[src/rtl/openram_bist_pkg.sv]
// rtl/openram_bist_pkg.sv - shared types, encodings and march element table for the OpenRAM BIST
//
// Purpose : FSM state enum, pattern_sel encodings and the March C- element table
//           used by openram_march_bist and openram_bist_pattern_gen.
// Ports   : none (package).
package openram_bist_pkg;

  // NEXT names the address/element advance. It is folded into the last op of
  // each address so an element boundary never costs a cycle; the FSM is never
  // resident in it.
  typedef enum logic [2:0] {
    IDLE,
    RD,
    WAIT,
    CMP,
    WR,
    NEXT,
    DONE
  } state_t;

  localparam logic [1:0] PAT_SOLID     = 2'd0;
  localparam logic [1:0] PAT_CHECKER   = 2'd1;
  localparam logic [1:0] PAT_STRIPE    = 2'd2;
  localparam logic [1:0] PAT_SOLID_ALT = 2'd3;

  localparam logic [2:0] LAST_ELEM = 3'd5;

  typedef struct packed {
    logic down;       // address order: 1 = D-1..0
    logic has_read;
    logic rd_inv;     // read expects ~B
    logic has_write;
    logic wr_inv;     // write stores ~B
  } elem_t;

  // March C-: E0 up(wB) E1 up(rB,w~B) E2 up(r~B,wB)
  //           E3 down(rB,w~B) E4 down(r~B,wB) E5 up(rB)
  function automatic elem_t elem_info(input logic [2:0] e);
    elem_t r;
    case (e)
      3'd0:    r = '{down: 1'b0, has_read: 1'b0, rd_inv: 1'b0, has_write: 1'b1, wr_inv: 1'b0};
      3'd1:    r = '{down: 1'b0, has_read: 1'b1, rd_inv: 1'b0, has_write: 1'b1, wr_inv: 1'b1};
      3'd2:    r = '{down: 1'b0, has_read: 1'b1, rd_inv: 1'b1, has_write: 1'b1, wr_inv: 1'b0};
      3'd3:    r = '{down: 1'b1, has_read: 1'b1, rd_inv: 1'b0, has_write: 1'b1, wr_inv: 1'b1};
      3'd4:    r = '{down: 1'b1, has_read: 1'b1, rd_inv: 1'b1, has_write: 1'b1, wr_inv: 1'b0};
      default: r = '{down: 1'b0, has_read: 1'b1, rd_inv: 1'b0, has_write: 1'b0, wr_inv: 1'b0};
    endcase
    return r;
  endfunction

endpackage

[src/rtl/openram_march_bist_if.sv]
// rtl/openram_march_bist_if.sv - SRAM macro pin bundle between the BIST engine and one OpenRAM macro
//
// Purpose : groups the 1RW port-0 and read-only port-1 pins of the macro.
// Signals : csb0/web0 (active-low), wmask0, addr0, din0, dout0 (port 0);
//           csb1 (active-low), addr1, dout1 (port 1).
// Modports: master = BIST engine (drives strobes), slave = SRAM macro (drives dout*).
interface openram_march_bist_if #(
  parameter int ADDR_WIDTH = 8,
  parameter int DATA_WIDTH = 32
) ();
  logic                    csb0;
  logic                    web0;
  logic [DATA_WIDTH/8-1:0] wmask0;
  logic [ADDR_WIDTH-1:0]   addr0;
  logic [DATA_WIDTH-1:0]   din0;
  logic [DATA_WIDTH-1:0]   dout0;
  logic                    csb1;
  logic [ADDR_WIDTH-1:0]   addr1;
  logic [DATA_WIDTH-1:0]   dout1;

  modport master (
    output csb0, web0, wmask0, addr0, din0, csb1, addr1,
    input  dout0, dout1
  );

  modport slave (
    input  csb0, web0, wmask0, addr0, din0, csb1, addr1,
    output dout0, dout1
  );
endinterface

[src/rtl/openram_bist_pattern_gen.sv]
// rtl/openram_bist_pattern_gen.sv - combinational background generator for the march test
//
// Purpose : maps (pattern_sel, addr, invert) to a DATA_WIDTH background word B or ~B.
// Ports   : pattern_sel in 2, addr in ADDR_WIDTH, invert in 1, data out DATA_WIDTH.
module openram_bist_pattern_gen
  import openram_bist_pkg::*;
#(
  parameter int ADDR_WIDTH = 8,
  parameter int DATA_WIDTH = 32
) (
  input  logic [1:0]            pattern_sel,
  input  logic [ADDR_WIDTH-1:0] addr,
  input  logic                  invert,
  output logic [DATA_WIDTH-1:0] data
);

  logic [DATA_WIDTH-1:0] bg;

  // Every background depends on the address LSB only.
  wire unused_addr = ^addr;

  always_comb begin
    bg = '0;
    case (pattern_sel)
      PAT_CHECKER: bg = addr[0] ? {(DATA_WIDTH/8){8'hAA}} : {(DATA_WIDTH/8){8'h55}};
      PAT_STRIPE:  bg = {DATA_WIDTH{addr[0]}};
      default:     bg = '0;
    endcase
    data = bg ^ {DATA_WIDTH{invert}};
  end

endmodule

[src/rtl/openram_march_bist.sv]
// rtl/openram_march_bist.sv - March C- BIST engine for one OpenRAM macro
//
// Purpose : one start pulse runs E0..E5 over every address, reports pass/fail,
//           a saturating miscompare count and the first failure's details.
// Ports   : sram_clk, reset_n (async, active-low); start, abort, pattern_sel[1:0];
//           busy, done, pass, err_count[15:0], fail_addr, fail_elem[2:0],
//           fail_data, fail_expected; sram (openram_march_bist_if.master).
module openram_march_bist
  import openram_bist_pkg::*;
#(
  parameter int ADDR_WIDTH   = 8,
  parameter int DATA_WIDTH   = 32,
  parameter int WMASK_WIDTH  = DATA_WIDTH / 8,
  parameter int READ_LATENCY = 1,
  parameter int HAS_RO_PORT  = 1
) (
  input  logic                    sram_clk,
  input  logic                    reset_n,
  input  logic                    start,
  input  logic                    abort,
  input  logic [1:0]              pattern_sel,
  output logic                    busy,
  output logic                    done,
  output logic                    pass,
  output logic [15:0]             err_count,
  output logic [ADDR_WIDTH-1:0]   fail_addr,
  output logic [2:0]              fail_elem,
  output logic [DATA_WIDTH-1:0]   fail_data,
  output logic [DATA_WIDTH-1:0]   fail_expected,
  openram_march_bist_if.master    sram
);

  localparam int WCW = (READ_LATENCY > 1) ? $clog2(READ_LATENCY) : 1;
  localparam logic [WCW-1:0] LAT_M1 = WCW'(READ_LATENCY - 1);
  localparam logic [WCW-1:0] LAT_M2 = WCW'((READ_LATENCY > 1) ? READ_LATENCY - 2 : 0);
  localparam logic [ADDR_WIDTH-1:0] ADDR_MAX = '1;

  state_t                state;
  logic [2:0]            elem;
  logic [ADDR_WIDTH-1:0] addr;
  logic [WCW-1:0]        wait_cnt;
  logic [1:0]            pat_q;

  // ---------------------------------------------------------------------------
  // Successor of the current (elem, addr): where the march goes after the last
  // op of this address.
  // ---------------------------------------------------------------------------
  elem_t                 cur;
  elem_t                 nxt_info;
  logic                  last_addr;
  logic                  march_end;
  logic [2:0]            adv_elem;
  logic [ADDR_WIDTH-1:0] adv_addr;
  logic                  idle_like;
  logic                  accept;
  logic                  rd_p1;

  always_comb begin
    cur       = elem_info(elem);
    last_addr = cur.down ? (addr == '0) : (addr == ADDR_MAX);
    march_end = last_addr && (elem == LAST_ELEM);
    adv_elem  = last_addr ? elem + 3'd1 : elem;
    nxt_info  = elem_info(adv_elem);
    if (last_addr) begin
      adv_addr = nxt_info.down ? ADDR_MAX : '0;
    end else begin
      adv_addr = cur.down ? addr - ADDR_WIDTH'(1) : addr + ADDR_WIDTH'(1);
    end
    idle_like = (state == IDLE) || (state == DONE);
    accept    = idle_like && start && !abort;
    // Every read is issued for the successor target, so the port choice
    // follows adv_elem.
    rd_p1     = (HAS_RO_PORT != 0) && (adv_elem == LAST_ELEM);
  end

  // Write data for the command registered this edge: after a read it is the
  // same address with the element's write polarity; otherwise it is the
  // successor (or address 0 of E0 on start).
  logic [ADDR_WIDTH-1:0] wr_addr;
  logic                  wr_inv;
  logic [1:0]            wr_sel;
  logic [DATA_WIDTH-1:0] wr_data;

  always_comb begin
    wr_sel = idle_like ? pattern_sel : pat_q;
    if ((state == RD) || (state == WAIT)) begin
      wr_addr = addr;
      wr_inv  = cur.wr_inv;
    end else if (idle_like) begin
      wr_addr = '0;
      wr_inv  = 1'b0;
    end else begin
      wr_addr = adv_addr;
      wr_inv  = nxt_info.wr_inv;
    end
  end

  openram_bist_pattern_gen #(
    .ADDR_WIDTH (ADDR_WIDTH),
    .DATA_WIDTH (DATA_WIDTH)
  ) u_wr_pat (
    .pattern_sel (wr_sel),
    .addr        (wr_addr),
    .invert      (wr_inv),
    .data        (wr_data)
  );

  // ---------------------------------------------------------------------------
  // Read tag pipeline: a read driven in cycle c is captured by the macro at the
  // edge ending c and its data is sampled READ_LATENCY edges later, when the
  // tag reaches the last stage. This lets E5 issue a read every cycle while
  // compares trail behind.
  // ---------------------------------------------------------------------------
  logic                  pipe_v    [READ_LATENCY];
  logic [ADDR_WIDTH-1:0] pipe_addr [READ_LATENCY];
  logic [2:0]            pipe_elem [READ_LATENCY];
  logic                  pipe_inv  [READ_LATENCY];
  logic                  pipe_p1   [READ_LATENCY];

  always_ff @(posedge sram_clk or negedge reset_n) begin
    if (!reset_n) begin
      for (int i = 0; i < READ_LATENCY; i++) begin
        pipe_v[i]    <= 1'b0;
        pipe_addr[i] <= '0;
        pipe_elem[i] <= '0;
        pipe_inv[i]  <= 1'b0;
        pipe_p1[i]   <= 1'b0;
      end
    end else begin
      pipe_v[0]    <= (state == RD) && !abort;
      pipe_addr[0] <= addr;
      pipe_elem[0] <= elem;
      pipe_inv[0]  <= cur.rd_inv;
      pipe_p1[0]   <= (HAS_RO_PORT != 0) && (elem == LAST_ELEM);
      for (int i = READ_LATENCY - 1; i > 0; i--) begin
        pipe_v[i]    <= pipe_v[i-1] && !abort;
        pipe_addr[i] <= pipe_addr[i-1];
        pipe_elem[i] <= pipe_elem[i-1];
        pipe_inv[i]  <= pipe_inv[i-1];
        pipe_p1[i]   <= pipe_p1[i-1];
      end
    end
  end

  logic [DATA_WIDTH-1:0] cmp_data;
  logic [DATA_WIDTH-1:0] exp_data;
  logic                  miscmp;

  openram_bist_pattern_gen #(
    .ADDR_WIDTH (ADDR_WIDTH),
    .DATA_WIDTH (DATA_WIDTH)
  ) u_exp_pat (
    .pattern_sel (pat_q),
    .addr        (pipe_addr[READ_LATENCY-1]),
    .invert      (pipe_inv[READ_LATENCY-1]),
    .data        (exp_data)
  );

  always_comb begin
    cmp_data = pipe_p1[READ_LATENCY-1] ? sram.dout1 : sram.dout0;
    miscmp   = pipe_v[READ_LATENCY-1] && !abort && (cmp_data != exp_data);
  end

  // ---------------------------------------------------------------------------
  // Result capture
  // ---------------------------------------------------------------------------
  always_ff @(posedge sram_clk or negedge reset_n) begin
    if (!reset_n) begin
      err_count     <= '0;
      fail_addr     <= '0;
      fail_elem     <= '0;
      fail_data     <= '0;
      fail_expected <= '0;
    end else if (accept) begin
      err_count     <= '0;
      fail_addr     <= '0;
      fail_elem     <= '0;
      fail_data     <= '0;
      fail_expected <= '0;
    end else if (miscmp) begin
      if (err_count != 16'hFFFF) begin
        err_count <= err_count + 16'd1;
      end
      if (err_count == '0) begin
        fail_addr     <= pipe_addr[READ_LATENCY-1];
        fail_elem     <= pipe_elem[READ_LATENCY-1];
        fail_data     <= cmp_data;
        fail_expected <= exp_data;
      end
    end
  end

  // ---------------------------------------------------------------------------
  // Sequencer: state names the command being driven in the current cycle;
  // all SRAM strobes are registered and default to inactive every edge.
  // ---------------------------------------------------------------------------
  always_ff @(posedge sram_clk or negedge reset_n) begin
    if (!reset_n) begin
      state       <= IDLE;
      elem        <= '0;
      addr        <= '0;
      wait_cnt    <= '0;
      pat_q       <= '0;
      busy        <= 1'b0;
      done        <= 1'b0;
      pass        <= 1'b0;
      sram.csb0   <= 1'b1;
      sram.web0   <= 1'b1;
      sram.wmask0 <= '0;
      sram.addr0  <= '0;
      sram.din0   <= '0;
      sram.csb1   <= 1'b1;
      sram.addr1  <= '0;
    end else begin
      sram.csb0   <= 1'b1;
      sram.web0   <= 1'b1;
      sram.wmask0 <= '0;
      sram.csb1   <= 1'b1;
      if (abort) begin
        state <= IDLE;
        busy  <= 1'b0;
        done  <= 1'b0;
      end else begin
        case (state)
          IDLE, DONE: begin
            if (start) begin
              state       <= WR;
              elem        <= '0;
              addr        <= '0;
              pat_q       <= pattern_sel;
              busy        <= 1'b1;
              done        <= 1'b0;
              pass        <= 1'b0;
              sram.csb0   <= 1'b0;
              sram.web0   <= 1'b0;
              sram.wmask0 <= {WMASK_WIDTH{1'b1}};
              sram.addr0  <= wr_addr;
              sram.din0   <= wr_data;
            end
          end
          RD: begin
            if (cur.has_write) begin
              if (READ_LATENCY == 1) begin
                state       <= WR;
                sram.csb0   <= 1'b0;
                sram.web0   <= 1'b0;
                sram.wmask0 <= {WMASK_WIDTH{1'b1}};
                sram.addr0  <= wr_addr;
                sram.din0   <= wr_data;
              end else begin
                state    <= WAIT;
                wait_cnt <= '0;
              end
            end else if (march_end) begin
              // Last E5 read is out; hold strobes idle until its data lands.
              state    <= CMP;
              wait_cnt <= '0;
            end else begin
              elem <= adv_elem;
              addr <= adv_addr;
              if (rd_p1) begin
                sram.csb1  <= 1'b0;
                sram.addr1 <= adv_addr;
              end else begin
                sram.csb0  <= 1'b0;
                sram.addr0 <= adv_addr;
              end
            end
          end
          WAIT: begin
            if (wait_cnt == LAT_M2) begin
              state       <= WR;
              sram.csb0   <= 1'b0;
              sram.web0   <= 1'b0;
              sram.wmask0 <= {WMASK_WIDTH{1'b1}};
              sram.addr0  <= wr_addr;
              sram.din0   <= wr_data;
            end else begin
              wait_cnt <= wait_cnt + WCW'(1);
            end
          end
          WR: begin
            elem <= adv_elem;
            addr <= adv_addr;
            if (nxt_info.has_read) begin
              state <= RD;
              if (rd_p1) begin
                sram.csb1  <= 1'b0;
                sram.addr1 <= adv_addr;
              end else begin
                sram.csb0  <= 1'b0;
                sram.addr0 <= adv_addr;
              end
            end else begin
              sram.csb0   <= 1'b0;
              sram.web0   <= 1'b0;
              sram.wmask0 <= {WMASK_WIDTH{1'b1}};
              sram.addr0  <= wr_addr;
              sram.din0   <= wr_data;
            end
          end
          CMP: begin
            // The final compare lands on this edge, so fold it into pass.
            if (wait_cnt == LAT_M1) begin
              state <= DONE;
              busy  <= 1'b0;
              done  <= 1'b1;
              pass  <= (err_count == '0) && !miscmp;
            end else begin
              wait_cnt <= wait_cnt + WCW'(1);
            end
          end
          default: state <= IDLE;
        endcase
      end
    end
  end

endmodule

[src/flat_wrapper.sv]
// flat-port wrapper written by rule: the top's interface ports become plain ports
module openram_march_bist_flat import openram_bist_pkg::*;
#(
  parameter int ADDR_WIDTH   = 8,
  parameter int DATA_WIDTH   = 32,
  parameter int WMASK_WIDTH  = DATA_WIDTH / 8,
  parameter int READ_LATENCY = 1,
  parameter int HAS_RO_PORT  = 1
)
  (sram_clk, reset_n, start, abort, pattern_sel, busy, done, pass, err_count, fail_addr, fail_elem, fail_data, fail_expected, sram_csb0, sram_web0, sram_wmask0, sram_addr0, sram_din0, sram_csb1, sram_addr1, sram_dout0, sram_dout1);
  openram_march_bist_if #(.ADDR_WIDTH(ADDR_WIDTH), .DATA_WIDTH(DATA_WIDTH)) sram_i ();
  input  logic sram_clk;
  input  logic reset_n;
  input  logic start;
  input  logic abort;
  input  logic [1:0] pattern_sel;
  output logic busy;
  output logic done;
  output logic pass;
  output logic [15:0] err_count;
  output logic [ADDR_WIDTH-1:0] fail_addr;
  output logic [2:0] fail_elem;
  output logic [DATA_WIDTH-1:0] fail_data;
  output logic [DATA_WIDTH-1:0] fail_expected;
  output wire logic [$bits(sram_i.csb0)-1:0] sram_csb0;
  output wire logic [$bits(sram_i.web0)-1:0] sram_web0;
  output wire logic [$bits(sram_i.wmask0)-1:0] sram_wmask0;
  output wire logic [$bits(sram_i.addr0)-1:0] sram_addr0;
  output wire logic [$bits(sram_i.din0)-1:0] sram_din0;
  output wire logic [$bits(sram_i.csb1)-1:0] sram_csb1;
  output wire logic [$bits(sram_i.addr1)-1:0] sram_addr1;
  input wire logic [$bits(sram_i.dout0)-1:0] sram_dout0;
  input wire logic [$bits(sram_i.dout1)-1:0] sram_dout1;
  assign sram_csb0 = sram_i.csb0;
  assign sram_web0 = sram_i.web0;
  assign sram_wmask0 = sram_i.wmask0;
  assign sram_addr0 = sram_i.addr0;
  assign sram_din0 = sram_i.din0;
  assign sram_csb1 = sram_i.csb1;
  assign sram_addr1 = sram_i.addr1;
  assign sram_i.dout0 = sram_dout0;
  assign sram_i.dout1 = sram_dout1;
  openram_march_bist #(.ADDR_WIDTH(ADDR_WIDTH), .DATA_WIDTH(DATA_WIDTH), .WMASK_WIDTH(WMASK_WIDTH), .READ_LATENCY(READ_LATENCY), .HAS_RO_PORT(HAS_RO_PORT)) u_core (.sram_clk(sram_clk), .reset_n(reset_n), .start(start), .abort(abort), .pattern_sel(pattern_sel), .busy(busy), .done(done), .pass(pass), .err_count(err_count), .fail_addr(fail_addr), .fail_elem(fail_elem), .fail_data(fail_data), .fail_expected(fail_expected), .sram(sram_i));
endmodule
[config.mk]
export PLATFORM = sky130hd
export DESIGN_NAME = openram_march_bist_flat
export DESIGN_NICKNAME = d
export VERILOG_FILES = /design/src/rtl/openram_bist_pkg.sv /design/src/rtl/openram_march_bist_if.sv /design/src/rtl/openram_bist_pattern_gen.sv /design/src/rtl/openram_march_bist.sv /design/src/flat_wrapper.sv
export SDC_FILE = /design/constraint.sdc
export NUM_CORES = 1
export LEC_CHECK = 0
export ABC_CLOCK_PERIOD_IN_PS = 5200
export CORE_MARGIN = 2
export CORE_UTILIZATION = 25
export CTS_BUF_LIST = sky130_fd_sc_hd__clkbuf_8
export DETAILED_ROUTE_END_ITERATION = 16
export PLACE_DENSITY_LB_ADDON = 0.08
export SLEW_MARGIN = 20
export SYNTH_ARGS = -nofsm -noshare
export SYNTH_HDL_FRONTEND = slang
export SYNTH_SLANG_ARGS = --single-unit
[constraint.sdc]
create_clock -name sram_clk -period 5.2 [get_ports sram_clk]
set_input_delay 1.04 -clock sram_clk [delete_from_list [all_inputs] [get_ports sram_clk]]
set_output_delay 1.04 -clock sram_clk [all_outputs]
set_load 0.05 [all_outputs]
Word level (Yosys, flattened, before mapping)
Index checks and enable logic that the tools add are counted.
Word-level totals
  bits in registers: 180
  bits in latches: 0
  RAM bits: 0
  memory bits (read-only): 0
  input bits: 70
  memories kept: 0
Cells by class
  $add $sub $neg: 5
  multiply operators: 0
  divide/modulo/power cells: 0
  magnitude comparators: 0
  equal/unequal tests: 37
  shifts and indexed selects: 0
  muxes and demuxes: 103
  bitwise operators: 3
  reductions and logical operators: 38
Operators by type and width (number)
  $mux 32: 13
  $mux 8: 21
  $pmux 32 s2: 2
  $pmux 32 s4: 1
  $xor 32x32->32: 2
  $pmux 5 s5: 2
  $mux 16: 3
  $mux 3: 14
  $ne 32x32->1: 1
  $pmux 8 s4: 1
  $mux 1: 28
  $pmux 8 s3: 1
  $mux 4: 5
  $reduce_and 5->1: 4
  $eq 3x2->1 const B: 6
  $eq 3x3->1 const B: 6
  $add 16x1->16 const B: 1
  $logic_not 16->1: 1
  $ne 16x16->1 const B: 1
  $pmux 4 s4: 1
  $pmux 8 s2: 1
  $pmux 3 s5: 1
  $ne 2x2->1 const B: 6
  $reduce_bool 2->1: 6
  29 further kinds: 58

Logic depth before layout (Yosys ltp)
Gate-level depths: netlist (run 1).
  depth in word-level cells: 15
  gate-level depth with buffers: 13
  gate-level depth less buffers: 12

Cells and area by module
From an unflattened synthesis (run 1), not the netlist that was laid out.
Unflattened totals
  cells, all modules: 984
  area total of the unflattened synthesis: 9613.0 µm²
By module, submodules not included
  openram_march_bist: times used 1, cells an instance 906, area each 9019.9 µm², sequential area each 4408.0 µm²
  openram_bist_pattern_gen: times used 2, cells an instance 39, area each 296.5 µm², sequential area each 0.0 µm²

Worst setup path before layout (run 1)
Ideal clock, no wire load.
  path type: flip-flop to flip-flop
  from: reg u_core.elem[0]
  to: reg u_core.sram.addr0[6]
  arrival: 2.890 ns
  setup slack: 2.242 ns
  cell stages (with the launch flop): 14
  path buffers: 1
  period minus slack after synthesis: 2.958 ns
  path through: dfrtp_1 -> inv_1 -> ha_1 -> mux2i_1 -> buf_4 -> xnor2_1 -> ha_1 -> nand2_1 -> nor2_1 -> a32o_1 -> a221o_1 -> or3_1 -> a41oi_1 -> a221o_1
On the way
  cells in the longest elaborated chain, start to end: 12
RTL lines
  start, declared: RTL line openram_march_bist.sv:39  | logic [2:0] elem;
  start signal, assigned: RTL line openram_march_bist.sv:259  | elem <= adv_elem;
  start signal, assigned: RTL line openram_march_bist.sv:283  | elem <= adv_elem;
  $eq 3x3->1, or another cell as far along: RTL line openram_bist_pkg.sv:40  | case (e)
  $pmux 5 s5: RTL line openram_bist_pkg.sv:40
  $mux 1: RTL line openram_march_bist.sv:60  | last_addr = cur.down ? (addr == '0) : (addr == ADDR_MAX);
  $mux 3: RTL line openram_march_bist.sv:62  | adv_elem = last_addr ? elem + 3'd1 : elem;
  $eq 3x3->1, or another cell as far along: RTL line openram_bist_pkg.sv:40
  $pmux 5 s5: RTL line openram_bist_pkg.sv:40
  $mux 8: RTL line openram_march_bist.sv:65  | adv_addr = nxt_info.down ? ADDR_MAX : '0;
  $mux 8: RTL line openram_march_bist.sv:64  | if (last_addr) begin
  $mux 8 (on tied branches): RTL line openram_march_bist.sv:89, openram_march_bist.sv:261, openram_march_bist.sv:287
  $mux 8 (on tied branches): RTL line openram_march_bist.sv:86, openram_march_bist.sv:254
  $mux 8 (on tied branches)
  $pmux 8 s4: RTL line openram_march_bist.sv:224  | case (state)
  end signal, assigned: RTL line openram_march_bist.sv:237  | sram.addr0 <= wr_addr;
  end signal, assigned: RTL line openram_march_bist.sv:292  | sram.addr0 <= adv_addr;
  end signal, assigned: RTL line openram_march_bist.sv:298  | sram.addr0 <= wr_addr;
  end, declared: RTL line openram_march_bist_if.sv:22  | output csb0, web0, wmask0, addr0, din0, csb1, addr1,
Parallel ways exist; a longest one is shown, timed or not. The select of a mux whose other input is x is not followed.
A chain may end at the register's enable or synchronous reset.

Worst setup path after layout (run 1)
Ends and elaborated chain as after synthesis.

==> impl_metrics.py, run 1 <==
metrics = {
    "floorplan": {
        "fp.dieW_um": 177,
        "die_area_um2": 31300,
        "ios": 219,
        "core.rowCount": 63,
        "die_h_um": 177,
        "start_util_pct": 25.3,
        "coreArea_um2": 29600,
    },
    "sta": {
        "fin_crit_sh_pct": 72.5,
        "slew_headroom_pct": 34.3,
        "whs_ns": 0.484,
        "hold_viol": 0,
        "worst_slew_pin_slew_ns": 0.978,
        "setup_viol": 0,
        "totalNegativeSetupSlack_ns": 0,
        "fmax_ghz": 0.265,
        "period_minus_slack_ns": 3.77,
        "fin_skew_ns": 0.0172,
        "drv_slew": 0,
        "rsz0062_at_grt": "false",
    },
    "placed_design": {
        "gp_congestion": 0.812,
        "hpwl_um": 18200,
        "portBuffers": 218,
        "placed_area_um2": 9500,
    },
    "synth": {
        "syn-num-nets": 889,
        "synth_edf_count": 0,
        "synth_async_sr_flop_share_pct": 100,
        "synthCells": 806,
        "synth-main-ff-cell": "dfrtp_1",
        "yosys.area.top_type": "dfrtp_1",
        "synth_top_area_share_pct": 37.9,
        "synth_area_um2": 7470,
        "post_synth.cell_area_avg_um2": 9.26,
        "ys_types": 79,
        "synthTopCellsByArea": "dfrtp_1 (38%), buf_4 (6.8%), mux2i_1 (5.0%)",
        "ys_ff_latch": 116,
        "yosysSeqAreaShare_pct": 38.9,
        "ys_warn_count": 0,
    },
    "power": {
        "p_leak_uw": 0.00382,
        "worst_ir_drop_vdd_uv": 103,
        "p_per_area_nw_per_um2": 234,
    },
    "setup_path": {
        "cp-end-kind": "register",
        "arrival_ns": 4.15,
        "cpMaxStageDelayCell": "dfrtp_1",
        "crit_type": "register to register",
        "critPathMaxFanout": 10,
        "startpoint_type": "register",
        "cp_cell_sequence": "inv_1, ha_1, mux2i_1, buf_4, xnor2_1, ha_1, nand2_1, nor2_1, a32o_1, a221o_1, or3_1, a41oi_1, a221o_1",
        "critPathRequiredTime_ns": 5.57,
        "cp_slowest_stage_delay_ns": 0.54,
    },
    "cells_and_area": {
        "final_common_cell": "clkdlybuf4s50_1",
        "design_area_um2": 9860,
        "layout.nets": 1022,
        "layout-drive-gt1-share_pct": 8.72,
        "fin_util_pct": 33.4,
        "final_cell_mix": "clkdlybuf4s50_1 (217), dfrtp_1 (112), nand3_1 (65)",
        "diodes": 0,
        "synthToLayoutAreaGrowth_pct": 32.0,
    },
    "route": {
        "drt_first_pass_iters": 5,
        "vias": 6514,
        "wirelength_um": 25100,
        "drc_errors": 0,
        "highest_layer": "met4",
        "wl_met3_um": 1250,
        "wl_per_cell_um": 18.7,
        "m1WireLength_um": 12800,
        "viasPerCell": 4.85,
        "wl_met2_um": 10900,
        "drt_iter0_drc": 447,
        "antenna_left": 0,
    },
    "clock_tree": {
        "post_cts.repair.setup_buffers": 0,
        "cts_resized": 0,
        "clk_path_buf_depth": 2,
        "clock_latency_ns": 0.43,
        "clock-root-buffer": "clkbuf_8",
        "cts_made_buffers": 17,
        "clock_sinks": 116,
        "clk_pin_slew_ns": 0.08,
        "cts_tree": "done",
        "cts_hold_buf": 0,
        "htreeDepth": 4,
    },
    "global_routing": {
        "overflow": 0,
        "antenna_found_initial": 0,
        "grt_start_max_net_pins": 65,
        "grt_pass1_wl_um": 38900,
        "grt_pass1_vias": 6411,
        "grtUsageTotal_pct": 16.0,
    },
    "outcome": {
        "status": "complete, no violations",
    },
    "job": {
        "cap_violations": 0,
    },
    "min_path": {
        "hold_class": "register to register",
    },
}
synthesized netlist by cell type (all sizes together), types with 4 or more instances:
| library cell | instances |
|---|---|
| a21o | 6 |
| and3 | 11 |
| o31ai | 42 |
| nor3 | 18 |
| nor2 | 37 |
| ha | 13 |
| a21oi | 31 |
| a22oi | 6 |
| nor4 | 17 |
| o211ai | 5 |
| nand2 | 61 |
| clkbuf | 23 |
| buf | 93 |
| nand4 | 20 |
| o21ai | 47 |
| nand3 | 65 |
| mux2i | 37 |
| mux2 | 12 |
| inv | 20 |
| xnor2 | 16 |
| dfrtp | 113 |
| a22o | 9 |
| a221o | 8 |
| nor2b | 15 |
| a31oi | 4 |
| or4 | 11 |
| or3 | 14 |
worst max-delay path: cells and delay by family (launching register included):
family | cells | cell delay (ns)
multiplexers | 1 | 0.44
AND/OR/NAND/NOR | 3 | 0.53
flip-flops | 1 | 0.54
adder cells (fa/ha/maj) | 2 | 0.59
buffers and inverters | 2 | 0.51
XOR/XNOR | 1 | 0.07
AO/OA/AOI/OAI | 4 | 1.03
power breakdown:
group,total (uW),internal [uW],switching [uW],leakage (uW)
sequential,976,927,48.8,0.00160
combinational,548,197,351,0.00202
clock,784,402,382,0.000208
total,2310,1530,781,0.00382
flip-flops by register name, indices dropped and copies added, names as in the netlist, 3 cells and up:
name               cells
u_core.sram.addr1      8
u_core.sram.addr0      8
u_core.fail_addr       8
u_core.pipe_elem       3
u_core.addr            8
u_core.fail_data      32
u_core.state           3
u_core.pipe_addr       8
u_core.fail_elem       3
u_core.elem            3
u_core.err_count      16
per-layer routing:
| layer | track usage (%) | up-vias |
|---|---|---|
| met4 | 3.00 | 0 |
| met3 | 3.09 | 5 |
| li1 | - | 3193 |
| met1 | 24.1 | 3124 |
| met2 | 23.6 | 192 |
| met5 | 0 | - |
through the flow:
| step | setup slack (ns) | total power, uW | instances |
|---|---|---|---|
| after floorplan | 2.24 | 1360 | 806 |
| after global placement | 1.17 | 1550 | 1310 |
| after detailed placement | 1.06 | 1540 | 1310 |
| after CTS | 1.46 | 2350 | 1342 |
| after global routing | 1.07 | 2430 | 1342 |
| final | 1.43 | 2310 | 1342 |
cell families after synthesis:
| kind of cell | share of synthesized area [%] |
|---|---|
| adders and majority gates | 2.31 |
| muxes | 7.17 |
| AOI/OAI and AO/OA | 18.5 |
| xor gates and xnor gates | 1.88 |
| buffers and inverters | 11.1 |
| DFF | 38.9 |
| and+or+nand+nor | 20.1 |
path summary, 6_finish.rpt:
path	depth (start not counted)	endpoint	slack, ns	start
min reg2reg	2	u_core.fail_addr[1]$_DFFE_PN0P_	0.48	u_core.pipe_addr[1]$_DFF_PN0_
min in group asynchronous	1	u_core.fail_addr[2]$_DFFE_PN0P_	0.67	reset_n
min	2	u_core.fail_addr[1]$_DFFE_PN0P_	0.48	u_core.pipe_addr[1]$_DFF_PN0_
max in group asynchronous	2	u_core.sram.web0$_DFF_PN1_	3.54	reset_n
max	13	u_core.sram.addr0[6]$_DFFE_PN0P_	1.43	u_core.elem[0]$_DFFE_PN0P_
max reg2reg	13	u_core.sram.addr0[6]$_DFFE_PN0P_	1.43	u_core.elem[0]$_DFFE_PN0P_
area by class of cell:
type                    instances  area (um^2)
inverters                      21         78.8
clock inverters                12         78.8
well taps                     390          488
multi-input cells             553         3750
fillers                      3069        19700
flip-flops and latches        116         2910
clock buffers                  20          275
repair buffers                230         2280
Power figures use the tool's default switching activity.
==> run 2: changes to the inputs <==
Settings changed: ABC_CLOCK_PERIOD_IN_PS 5200 to 3590.
Clock period 5.2 ns to 3.59 ns, I/O delays scaled along.
==> impl_metrics.py, run 2 (synthesis gave the netlist of run 1 again) <==
metrics = {
    "cells_and_area": {
        "diodes": 0,
        "seqCellArea_um2": 2910,
        "fillers": 3031,
        "design_area_um2": 10200,
        "top_regs": "u_core.fail_data (32), u_core.err_count (16)",
        "final_cell_mix": "clkdlybuf4s50_1 (217), dfrtp_1 (112), nand3_1 (65)",
        "multiInputGateArea_um2": 3750,
        "final_common_cell": "clkdlybuf4s50_1",
        "layout-drive-gt1-share_pct": 11.5,
        "synthToLayoutAreaGrowth_pct": 36.2,
        "largest-register": "u_core.fail_data",
        "largest_reg_flops": 32,
        "layout.nets": 1049,
    },
    "route": {
        "vias": 6701,
        "viasPerCell": 4.89,
        "wl_per_cell_um": 18.5,
        "drt_iter0_drc": 491,
        "drc_errors": 0,
        "wirelength_um": 25400,
        "antenna_left": 0,
        "drt_first_pass_iters": 5,
    },
    "placed_design": {
        "placed_area_um2": 9740,
        "hpwl_um": 18300,
        "portBuffers": 218,
        "gp_congestion": 0.822,
        "place_ws_ns": 0.254,
    },
    "setup_path": {
        "cpMaxStageDelayCell": "dfrtp_1",
        "crit_type": "register to register",
        "critPathRequiredTime_ns": 3.96,
        "cp-end-kind": "register",
        "startpoint_type": "register",
        "cp_cell_sequence": "ha_1, mux2i_1, buf_4, nor4_4, buf_4, nor4_1, a32o_1, o31a_2, nor3_2, a221o_1",
        "critPathMaxFanout": 9,
        "cp_slowest_stage_delay_ns": 0.46,
        "cpMostUsedCell": "buf_4",
        "arrival_ns": 3.60,
    },
    "power": {
        "worst_ir_drop_vdd_uv": 205,
        "p_per_area_nw_per_um2": 350,
        "seqPwrFrac_pct": 39.4,
        "switchingPower_uw": 1150,
        "combPwrFrac_pct": 23.6,
        "p_leak_uw": 0.00399,
        "switching_share_pct": 32.4,
        "p_clk_share_pct": 37.0,
        "p_int_uw": 2400,
    },
    "min_path": {
        "hold_class": "input port to asynchronous set/reset pin",
    },
    "global_routing": {
        "grt_start_max_net_pins": 117,
        "grt_pass1_vias": 6487,
        "antenna_found_initial": 0,
        "grtUsageTotal_pct": 16.1,
        "grt_pass1_wl_um": 39100,
        "overflow": 0,
    },
    "sta": {
        "totalNegativeSetupSlack_ns": 0,
        "hold_viol": 0,
        "rsz0062_at_grt": "false",
        "worst_slew_pin_slew_ns": 0.831,
        "drv_slew": 0,
        "setup_ws_ns": 0.360,
        "slew_headroom_pct": 44.4,
        "fin_skew_ns": 0.0279,
        "whs_ns": 0.377,
        "setup_viol": 0,
        "fmax_ghz": 0.310,
        "fin_crit_sh_pct": 90.0,
        "period_minus_slack_ns": 3.23,
    },
    "clock_tree": {
        "cts_resized": 0,
        "post_cts.repair.setup_buffers": 0,
        "htreeDepth": 4,
        "clk_pin_slew_ns": 0.07,
        "clock-root-buffer": "clkbuf_8",
        "cts_made_buffers": 17,
        "clock_latency_ns": 0.45,
        "cts_tree": "done",
        "clk_path_buf_depth": 2,
        "cts_hold_buf": 0,
        "clock_sinks": 116,
    },
    "job": {
        "cap_violations": 0,
    },
    "floorplan": {
        "start_util_pct": 25.3,
        "ios": 219,
        "fp.dieW_um": 177,
        "coreArea_um2": 29600,
        "core.rowCount": 63,
        "die_h_um": 177,
        "die_area_um2": 31300,
    },
    "outcome": {
        "status": "complete, no violations",
    },
}
[run 2: power by group through the flow]
stage / clock [uW] / sequential [uW] / combinational, uW
floorplan: 0 / 1460 / 510
global placement: 0 / 1430 / 849
global route: 1430 / 1410 / 892
CTS: 1370 / 1400 / 848
finish: 1320 / 1400 / 838
detailed placement: 0 / 1430 / 844
[run 2: path summary, 6_finish.rpt]
check / start / endpoint / slack [ns] / cells past startpoint
setup / recovery: u_core.elem[0]$_DFFE_PN0P_ / u_core.sram.addr0[5]$_DFFE_PN0P_ / 0.36 / 10
min in group sram_clk: u_core.pipe_addr[5]$_DFF_PN0_ / u_core.fail_addr[5]$_DFFE_PN0P_ / 0.49 / 2
setup reg to reg: u_core.elem[0]$_DFFE_PN0P_ / u_core.sram.addr0[5]$_DFFE_PN0P_ / 0.36 / 10
hold reg to reg: u_core.pipe_addr[5]$_DFF_PN0_ / u_core.fail_addr[5]$_DFFE_PN0P_ / 0.49 / 2
hold / removal: reset_n / u_core.fail_addr[1]$_DFFE_PN0P_ / 0.38 / 2
max in group asynchronous: reset_n / u_core.pipe_p1$_DFF_PN0_ / 2.69 / 2
[run 2: metrics by stage]
stage	std cells	power, uW	utilization [%]
after global placement	1337	2280	33.0
after detailed placement	1337	2270	33.0
after CTS	1369	3630	34.4
after floorplan	806	1970	-
after global routing	1369	3730	34.4
final	1369	3560	34.4
[run 2: layout make-up]
type	instances	area share, %
well taps	390	4.80
repair buffers	257	24.8
flip-flops and latches	116	28.6
multi-input cells	553	36.9
inverters	21	0.775
clock buffers	21	2.84
clock inverters	11	1.33
[run 2: per-layer routing]
metal	wire length [um]	vias to the layer above	part of all wire, %	track usage [%]
li1	-	3248	-	-
met1	12600	3219	50	23.3
met2	11100	215	44	24.4
met3	1350	19	5.3	3.33
met4	293	0	1.2	4.03
met5	0	-	0	0
[run 2: worst max-delay path: cells and delay by family, from the launching register on]
kind            cells  cell delay [ns]
compound gates      3             0.88
simple gates        3             0.73
fa+ha+maj           1             0.46
mux                 1             0.26
flops               1             0.46
buf+inv             2             0.39
==> run 3: changes to the inputs <==
Settings changed: SLEW_MARGIN 20 to default, SYNTH_HIERARCHICAL from default to 1.
==> impl_metrics.py, run 3 <==
metrics = {
    "global_routing": {
        "grt_pass1_wl_um": 46300,
        "grt_start_max_net_pins": 91,
        "grt_pass1_vias": 7705,
        "overflow": 0,
        "antenna_found_initial": 0,
        "grtUsageTotal_pct": 15.2,
    },
    "power": {
        "p_clk_share_pct": 27.3,
        "switchingPower_uw": 1850,
        "combPwrFrac_pct": 30.3,
        "seqPwrFrac_pct": 42.5,
        "worst_ir_drop_vdd_uv": 381,
        "p_int_uw": 3360,
        "p_per_area_nw_per_um2": 413,
        "fin_total_pwr_uw": 5210,
        "switching_share_pct": 35.6,
        "p_leak_uw": 0.00507,
    },
    "floorplan": {
        "core.rowCount": 71,
        "start_util_pct": 25.5,
        "die_h_um": 200,
        "die_area_um2": 40000,
        "coreArea_um2": 37800,
        "fp.dieW_um": 200,
        "ios": 219,
    },
    "placed_design": {
        "placed_area_um2": 12200,
        "portBuffers": 218,
        "gp_congestion": 0.810,
        "place_ws_ns": 0.345,
        "hpwl_um": 21800,
    },
    "sta": {
        "fin_skew_ns": 0.0125,
        "setup_viol": 0,
        "fmax_ghz": 0.310,
        "setup_ws_ns": 0.364,
        "totalNegativeSetupSlack_ns": 0,
        "rsz0062_at_grt": "false",
        "worst_slew_pin_slew_ns": 0.692,
        "hold_viol": 0,
        "slew_headroom_pct": 53.8,
        "drv_slew": 0,
        "fin_crit_sh_pct": 89.8,
        "period_minus_slack_ns": 3.23,
    },
    "synth": {
        "post_synth.cell_area_avg_um2": 9.78,
        "syn-num-nets": 1067,
        "synth_area_um2": 9610,
        "ys_warn_count": 6,
        "synthCells": 983,
    },
    "cells_and_area": {
        "top_regs": "u_core/fail_data (32), u_core/fail_expected (32), u_core/sram.din0 (32)",
        "layout.nets": 1232,
        "final_common_cell": "clkdlybuf4s50_1",
        "diodes": 0,
        "seqCellArea_um2": 4410,
        "final_cell_mix": "clkdlybuf4s50_1 (217), dfrtp_1 (172), nand2_1 (94)",
        "design_area_um2": 12600,
        "multiInputGateArea_um2": 4410,
        "fillers": 3925,
        "synthToLayoutAreaGrowth_pct": 31.2,
        "layout-drive-gt1-share_pct": 9.31,
    },
    "job": {
        "cap_violations": 0,
    },
    "clock_tree": {
        "cts_tree": "done",
        "post_cts.repair.setup_buffers": 0,
        "clock_sinks": 176,
        "cts_hold_buf": 0,
        "htreeDepth": 4,
        "cts_resized": 0,
        "cts_made_buffers": 17,
        "clk_path_buf_depth": 2,
        "clk_pin_slew_ns": 0.10,
        "clock-root-buffer": "clkbuf_8",
        "clock_latency_ns": 0.48,
    },
    "route": {
        "wl_per_cell_um": 18.1,
        "drt_iter0_drc": 366,
        "drt_first_pass_iters": 5,
        "vias": 7788,
        "drc_errors": 0,
        "wirelength_um": 30300,
        "antenna_left": 0,
        "viasPerCell": 4.66,
    },
    "setup_path": {
        "startpoint_type": "register",
        "crit_type": "register to register",
        "critPathRequiredTime_ns": 3.98,
        "arrival_ns": 3.62,
        "critPathMaxFanout": 90,
        "cp-end-kind": "register",
    },
    "outcome": {
        "status": "complete, no violations",
    },
    "min_path": {
        "hold_class": "input port to asynchronous set/reset pin",
    },
}
==> run 3: worst max-delay path, stage by stage (launching register included) <==
cell      delay, ns
dfrtp_1        0.42
inv_1          0.07
ha_1           0.16
mux2i_1        0.11
xnor2_2        0.54
buf_12         0.25
xnor2_1        0.13
nor4_1         0.32
nand4_1        0.26
o211a_4        0.33
buf_12         0.20
a211oi_1       0.28
==> run 3: layout make-up <==
class                      instances  share of cell area [%]
sequential                       176                    35.0
multi-input combinational        658                    34.9
timing repair buffer             269                    21.2
tap                              511                    5.07
clock buffer                      20                    2.18
clock inverter                    11                   0.903
inverter                          26                   0.774
==> run 3: path summary, 6_finish.rpt <==
path                                                     from                                   end  slack, ns  cells after the start
worst max-delay path              u_core/pat_q[0]$_DFFE_PN0P_      u_core/fail_data[24]$_DFFE_PN0P_       0.36                     11
worst min-delay path                                  reset_n  u_core/fail_expected[31]$_DFFE_PN0P_       0.26                      1
worst max register to register    u_core/pat_q[0]$_DFFE_PN0P_      u_core/fail_data[24]$_DFFE_PN0P_       0.36                     11
worst min register to register  u_core/pipe_addr[3]$_DFF_PN0_       u_core/fail_addr[3]$_DFFE_PN0P_       0.48                      2
max in group asynchronous                             reset_n      u_core/fail_data[22]$_DFFE_PN0P_       2.40                      2
min in group sram_clk           u_core/pipe_addr[3]$_DFF_PN0_       u_core/fail_addr[3]$_DFFE_PN0P_       0.48                      2
==> run 3: power groups by stage <==
| stage | clock network (uW) | logic [uW] | registers [uW] |
|---|---|---|---|
| after global placement | 0 | 1600 | 2250 |
| after CTS | 1520 | 1600 | 2220 |
| after detailed placement | 0 | 1590 | 2250 |
| after global routing | 1600 | 1680 | 2240 |
| after floorplan | 0 | 698 | 2670 |
| final | 1420 | 1580 | 2210 |
==> run 3: routing by layer <==
layer / GRT usage [%] / up-vias / part of all wire, %
met4: 4.61 / 0 / 1.4
met5: 0 / - / 0
met1: 21.1 / 3772 / 48
li1: - / 3779 / -
met2: 23.3 / 215 / 44
met3: 3.56 / 22 / 6.1
==> run 3: stage by stage <==
stage | hold WS, ns | instances | utilization (%)
finish | 0.260 | 1671 | 33.4
global route | 0.277 | 1671 | 33.4
CTS | 0.243 | 1671 | 33.4
detailed placement | 0.456 | 1640 | 32.4
global placement | 0.443 | 1640 | 32.4
floorplan | 0.379 | 983 | -
